## config.mk

```make
export PLATFORM = sky130hd
export DESIGN_NAME = bk_kbd_mpi
export DESIGN_NICKNAME = d
export VERILOG_FILES = /design/src/rtl/bk_kbd_mpi.sv
export SDC_FILE = /design/constraint.sdc
export NUM_CORES = 1
export LEC_CHECK = 0
export ABC_AREA = 1
export ABC_CLOCK_PERIOD_IN_PS = 4210
export CAP_MARGIN = 30
export CORE_MARGIN = 2
export CORE_UTILIZATION = 50
export CTS_CLUSTER_SIZE = 12
export DETAILED_ROUTE_END_ITERATION = 10
export PLACE_DENSITY = 0.84
export SLEW_MARGIN = 5
export SYNTH_ARGS = -nofsm -noshare
export SYNTH_HDL_FRONTEND = slang
export SYNTH_SLANG_ARGS = --single-unit
```

## constraint.sdc

```tcl
create_clock -name pin_clk -period 4.21 [get_ports pin_clk]
set_input_delay 0.6315 -clock pin_clk [delete_from_list [all_inputs] [get_ports pin_clk]]
set_output_delay 0.6315 -clock pin_clk [all_outputs]
set_load 0.02 [all_outputs]
```

## src/rtl/bk_kbd_mpi.sv

```systemverilog
// Keyboard controller for the K1801VM1 MPI bus: status/data register pair,
// a reply FSM for DIN/DOUT, and a vectored interrupt acknowledged through IAKO.
module bk_kbd_mpi #(
  parameter logic [15:0] BASE_ADDR = 16'o177660,
  parameter logic [15:0] VEC_MAIN  = 16'o000060,
  parameter logic [15:0] VEC_AR2   = 16'o000274
) (
  input  logic        pin_clk,
  input  logic        pin_rst,
  input  logic [15:0] pin_ad_n,
  output logic [15:0] pin_ad_out_n,
  output logic        pin_ad_oe,
  input  logic        pin_sync_n,
  input  logic        pin_din_n,
  input  logic        pin_dout_n,
  input  logic        pin_wtbt_n,
  input  logic        pin_iako_n,
  output logic        pin_rply_n,
  output logic        pin_virq_n,
  input  logic        key_stb,
  input  logic [6:0]  key_code,
  input  logic        key_ar2,
  output logic        key_ack
);

  typedef enum logic [2:0] {IDLE, SEL, RD, WR, HOLD, IAK, SKIP} state_t;

  state_t      state;
  logic        is_data;
  logic        is_odd;
  logic        ready;
  logic        mask;
  logic [6:0]  code;
  logic        ar2;
  logic        irq_taken;

  logic [15:0] ad_in;
  logic        hit_stat;
  logic        hit_data;
  logic        data_rd;
  logic        key_load;
  logic [15:0] stat_val;
  logic [15:0] data_val;

  // Address decode and read values, all from current register state
  always_comb begin
    ad_in    = ~pin_ad_n;
    hit_stat = (ad_in[15:1] == BASE_ADDR[15:1]);
    hit_data = (ad_in[15:1] == (BASE_ADDR[15:1] + 15'd1));
    data_rd  = (state == SEL) && !pin_sync_n && !pin_din_n && is_data;
    // A data read frees the buffer on the same edge, so a coincident key is not lost
    key_load = key_stb && (!ready || data_rd);
    stat_val = {8'b0, ready, mask, 6'b0};
    data_val = {9'b0, code};
  end

  always_ff @(posedge pin_clk or posedge pin_rst) begin
    if (pin_rst) begin
      state        <= IDLE;
      is_data      <= 1'b0;
      is_odd       <= 1'b0;
      ready        <= 1'b0;
      mask         <= 1'b0;
      code         <= 7'd0;
      ar2          <= 1'b0;
      irq_taken    <= 1'b0;
      pin_rply_n   <= 1'b1;
      pin_virq_n   <= 1'b1;
      pin_ad_oe    <= 1'b0;
      pin_ad_out_n <= 16'hFFFF;
      key_ack      <= 1'b0;
    end else begin
      key_ack    <= 1'b0;
      pin_virq_n <= !(ready && !mask && !irq_taken);

      if (key_load) begin
        code      <= key_code;
        ar2       <= key_ar2;
        ready     <= 1'b1;
        key_ack   <= 1'b1;
        irq_taken <= 1'b0;
      end else if (data_rd) begin
        ready     <= 1'b0;
        irq_taken <= 1'b0;
      end

      case (state)
        IDLE: begin
          if (!pin_sync_n) begin
            is_data <= hit_data;
            is_odd  <= ad_in[0];
            state   <= (hit_stat || hit_data) ? SEL : SKIP;
          end else if (!pin_din_n && !pin_iako_n && !pin_virq_n) begin
            pin_ad_out_n <= ~(ar2 ? VEC_AR2 : VEC_MAIN);
            pin_ad_oe    <= 1'b1;
            pin_rply_n   <= 1'b0;
            pin_virq_n   <= 1'b1;
            irq_taken    <= 1'b1;
            state        <= IAK;
          end
        end
        SEL: begin
          if (pin_sync_n) begin
            state <= IDLE;
          end else if (!pin_din_n) begin
            pin_ad_out_n <= ~(is_data ? data_val : stat_val);
            pin_ad_oe    <= 1'b1;
            pin_rply_n   <= 1'b0;
            state        <= RD;
          end else if (!pin_dout_n) begin
            pin_rply_n <= 1'b0;
            // Odd-byte writes to the status register do not touch the low byte
            if (!is_data && !(!pin_wtbt_n && is_odd)) mask <= ad_in[6];
            state <= WR;
          end
        end
        RD, WR: begin
          if (pin_sync_n) begin
            pin_rply_n   <= 1'b1;
            pin_ad_oe    <= 1'b0;
            pin_ad_out_n <= 16'hFFFF;
            state        <= IDLE;
          end else begin
            state <= HOLD;
          end
        end
        HOLD: begin
          if (pin_din_n && pin_dout_n) begin
            pin_rply_n   <= 1'b1;
            pin_ad_oe    <= 1'b0;
            pin_ad_out_n <= 16'hFFFF;
            state        <= SEL;
          end
        end
        IAK: begin
          if (pin_din_n) begin
            pin_rply_n   <= 1'b1;
            pin_ad_oe    <= 1'b0;
            pin_ad_out_n <= 16'hFFFF;
            state        <= IDLE;
          end
        end
        SKIP: begin
          if (pin_sync_n) state <= IDLE;
        end
        default: state <= IDLE;
      endcase
    end
  end

endmodule

```

==> results.yml <==
status:
  status: "finished clean"
worst_setup_path:
  critPathLaunchType: "flip-flop"
  cp.arrival_ns: 1.51
  critical_path_buf_inv_count: 1
  cpPeakStageDelay_ns: 0.60
  cpLargestDelayFamily: "buffers and inverters"
  worstPathRequired_ns: 3.58
  slowest_stage: "clkdlybuf4s50_1"
  rrSetupSlack_ns: 2.60
  crit_chain: "clkdlybuf4s50_1"
  endpoint_kind: "output pin"
  critPathKind: "reg -> out"
  critical_path.max_fanout: 2
timing:
  finClkSkew_ns: 0.00172
  maxSlewHeadroom: 0.648
  hold_viol: 0
  rsz0062_at_grt: "false"
  setup_violations: 0
  setup_tns_ns: 0
  worst-slew-pin-transition_ns: 0.527
  maxSlewViolCount: 0
  fin_crit_ns: 2.14
  fmax_mhz: 466
  fin_crit_sh: 0.509
synthesis:
  synth.most_common_cell: "nand2_1"
  synth_edf_count: 0
  yosysSeqAreaShare: 0.417
  synth.avg_cell_area_um2: 6.87
  synth_ff_type: "dfrtp_1"
  synth_top_area_share: 0.263
  ys_async_sr_fraction: 1.00
  synthCells: 249
  ys_top_cells_by_count: "nand2_1 (97), nand3_1 (31), nor2_1 (27), inv_1 (25), dfrtp_1 (18)"
  yosysWarnings: 0
  yosys.cell_types.count: 23
  ys_top_cells_by_area: "dfrtp_1 (26%), nand2_1 (21%), dfstp_2 (15%)"
  yosysTopAreaCell: "dfrtp_1"
  syn_area_um2: 1710
  ys_ff_latch: 28
floorplanning:
  die_w_um: 62.5
  die_height_um: 62.5
  die-area_um2: 3910
  start_util: 0.517
  num_io_pins: 52
  std_cell_rows: 21
  core-area_um2: 3310
drt:
  drc: 0
  postRouteAntennaNets: 0
  num_vias: 1602
  vias_per_cell: 4.74
  drt_iter0_markers: 65
  wl_per_cell_um: 10.2
  drt-pass1-iter-count: 4
  wl_um: 3460
pwr:
  ir_worst_vdd_mv: 0.265
  leakage_nw: 1.17
  switching_share: 0.441
  p_comb_frac: 0.543
  power.switching_mw: 0.657
  seq_power_share: 0.338
  power_frac_clock: 0.119
  intPower_mw: 0.835
  p_per_area_nw_per_um2: 675
cts:
  clk_pin_slew_ns: 0.15
  ctsHtreeMaxLevel: 1
  postCtsSetupRepairBufs: 0
  insertion_delay_ns: 0.34
  postCtsHoldBufs: 0
  post_cts_resized: 0
  clk_path_buf_depth: 2
  root_buffer: "clkbuf_4"
  clock-sinks: 28
  cts_buffers: 3
  cts_tree: "built"
placed_design:
  place.gp.congestion: 0.873
  dp_cells: 334
  io_buffers: 43
  dpl-instance-area_um2: 2160
  hpwl_um: 2800
finish:
  instances_no_fill: 338
  fin_nets: 325
  fillers: 318
  multi_input_area_um2: 833
  fin_area_um2: 2210
  utilization: 0.668
  ff_latch_area_um2: 713
  insertedDiodeCount: 0
  syn2layout_area_growth_pct: 29.2
  layout-drive-gt1-share: 0.113
run:
  drv_cap: 0
global_route:
  antenna_found_initial: 0
  grt_max_degree: 17
  grt_pass1_vias: 1431
  grt_overflow_total: 0
  grt_util_all_layers: 0.196
  grt_pass1_wl_um: 6290
worst_hold_path:
  hp-class: "reg -> reg"
==> registers in the layout, indices dropped and copies added, names as in the netlist <==
signal / count
ready: 1
code: 7
state: 3
is_data: 1
irq_taken: 1
pin_virq_n: 1
key_ack: 1
ar2: 1
mask: 1
is_odd: 1
pin_rply_n: 1
pin_ad_oe: 1
pin_ad_out_n: 8
==> layer usage <==
| metal | global-route usage | part of all wire |
|---|---|---|
| met4 | 0.0500 | 0.013 |
| met2 | 0.329 | 0.48 |
| met5 | 0 | 0 |
| met3 | 0.0216 | 0.040 |
| met1 | 0.272 | 0.47 |
==> cell usage in the layout, fill, tap and decap left out, types with 2 or more instances in the layout <==
master,instances
clkbuf_4,3
nand3_1,31
dfstp_2,10
nor2_4,2
o21ai_0,4
nand2_1,97
conb_1,8
nand2_4,2
o211ai_1,2
dfrtp_1,18
nor2_2,2
inv_1,25
nor2_1,27
inv_2,4
clkdlybuf4s50_1,43
nand2_2,5
==> metrics by stage <==
| step | power [mW] | setup WS, ns | hold slack [ns] |
|---|---|---|---|
| after detailed placement | 1.32 | 2.04 | 0.451 |
| final | 1.49 | 2.07 | 0.469 |
| after CTS | 1.50 | 2.06 | 0.472 |
| after global placement | 1.30 | 2.07 | 0.447 |
| after floorplan | 1.10 | 2.80 | 0.442 |
| after global routing | 1.63 | 2.03 | 0.482 |
==> path summary, 6_finish.rpt <==
kind                            depth (start not counted)       start         end
worst max-delay path                                    1  pin_virq_n  pin_virq_n
worst min-delay path                                    2  pin_rply_n  pin_rply_n
worst max register to register                          8    state[1]     code[5]
worst min register to register                          2  pin_rply_n  pin_rply_n
max in group asynchronous                               3     pin_rst  pin_virq_n
min in group asynchronous                               2     pin_rst   pin_ad_oe
==> cells by family after synthesis <==
family                 Yosys count  share of synthesized area
buffers and inverters           41                      0.112
AOI/OAI and AO/OA                8                     0.0270
other                            1                    0.00219
DFF                             28                      0.417
and+or+nand+nor                171                      0.442
==> power groups by stage <==
stage	Clock, mW	Sequential [mW]	Combinational (mW)
2_1_floorplan	0	0.551	0.548
3_3_place_gp	0	0.507	0.790
3_5_place_dp	0	0.509	0.811
4_1_cts	0.180	0.504	0.813
5_1_grt	0.191	0.522	0.920
6_report	0.178	0.504	0.810
==> final cells by class <==
cell class / instances / share of cell area
Inverter: 29 / 0.0492
Tap cell: 46 / 0.0260
Clock buffer: 3 / 0.0102
Sequential cell: 28 / 0.323
Multi-Input combinational cell: 187 / 0.377
Clock inverter: 1 / 0.0136
Timing Repair Buffer: 44 / 0.201
No activity file was read; power rests on OpenSTA's default activity.
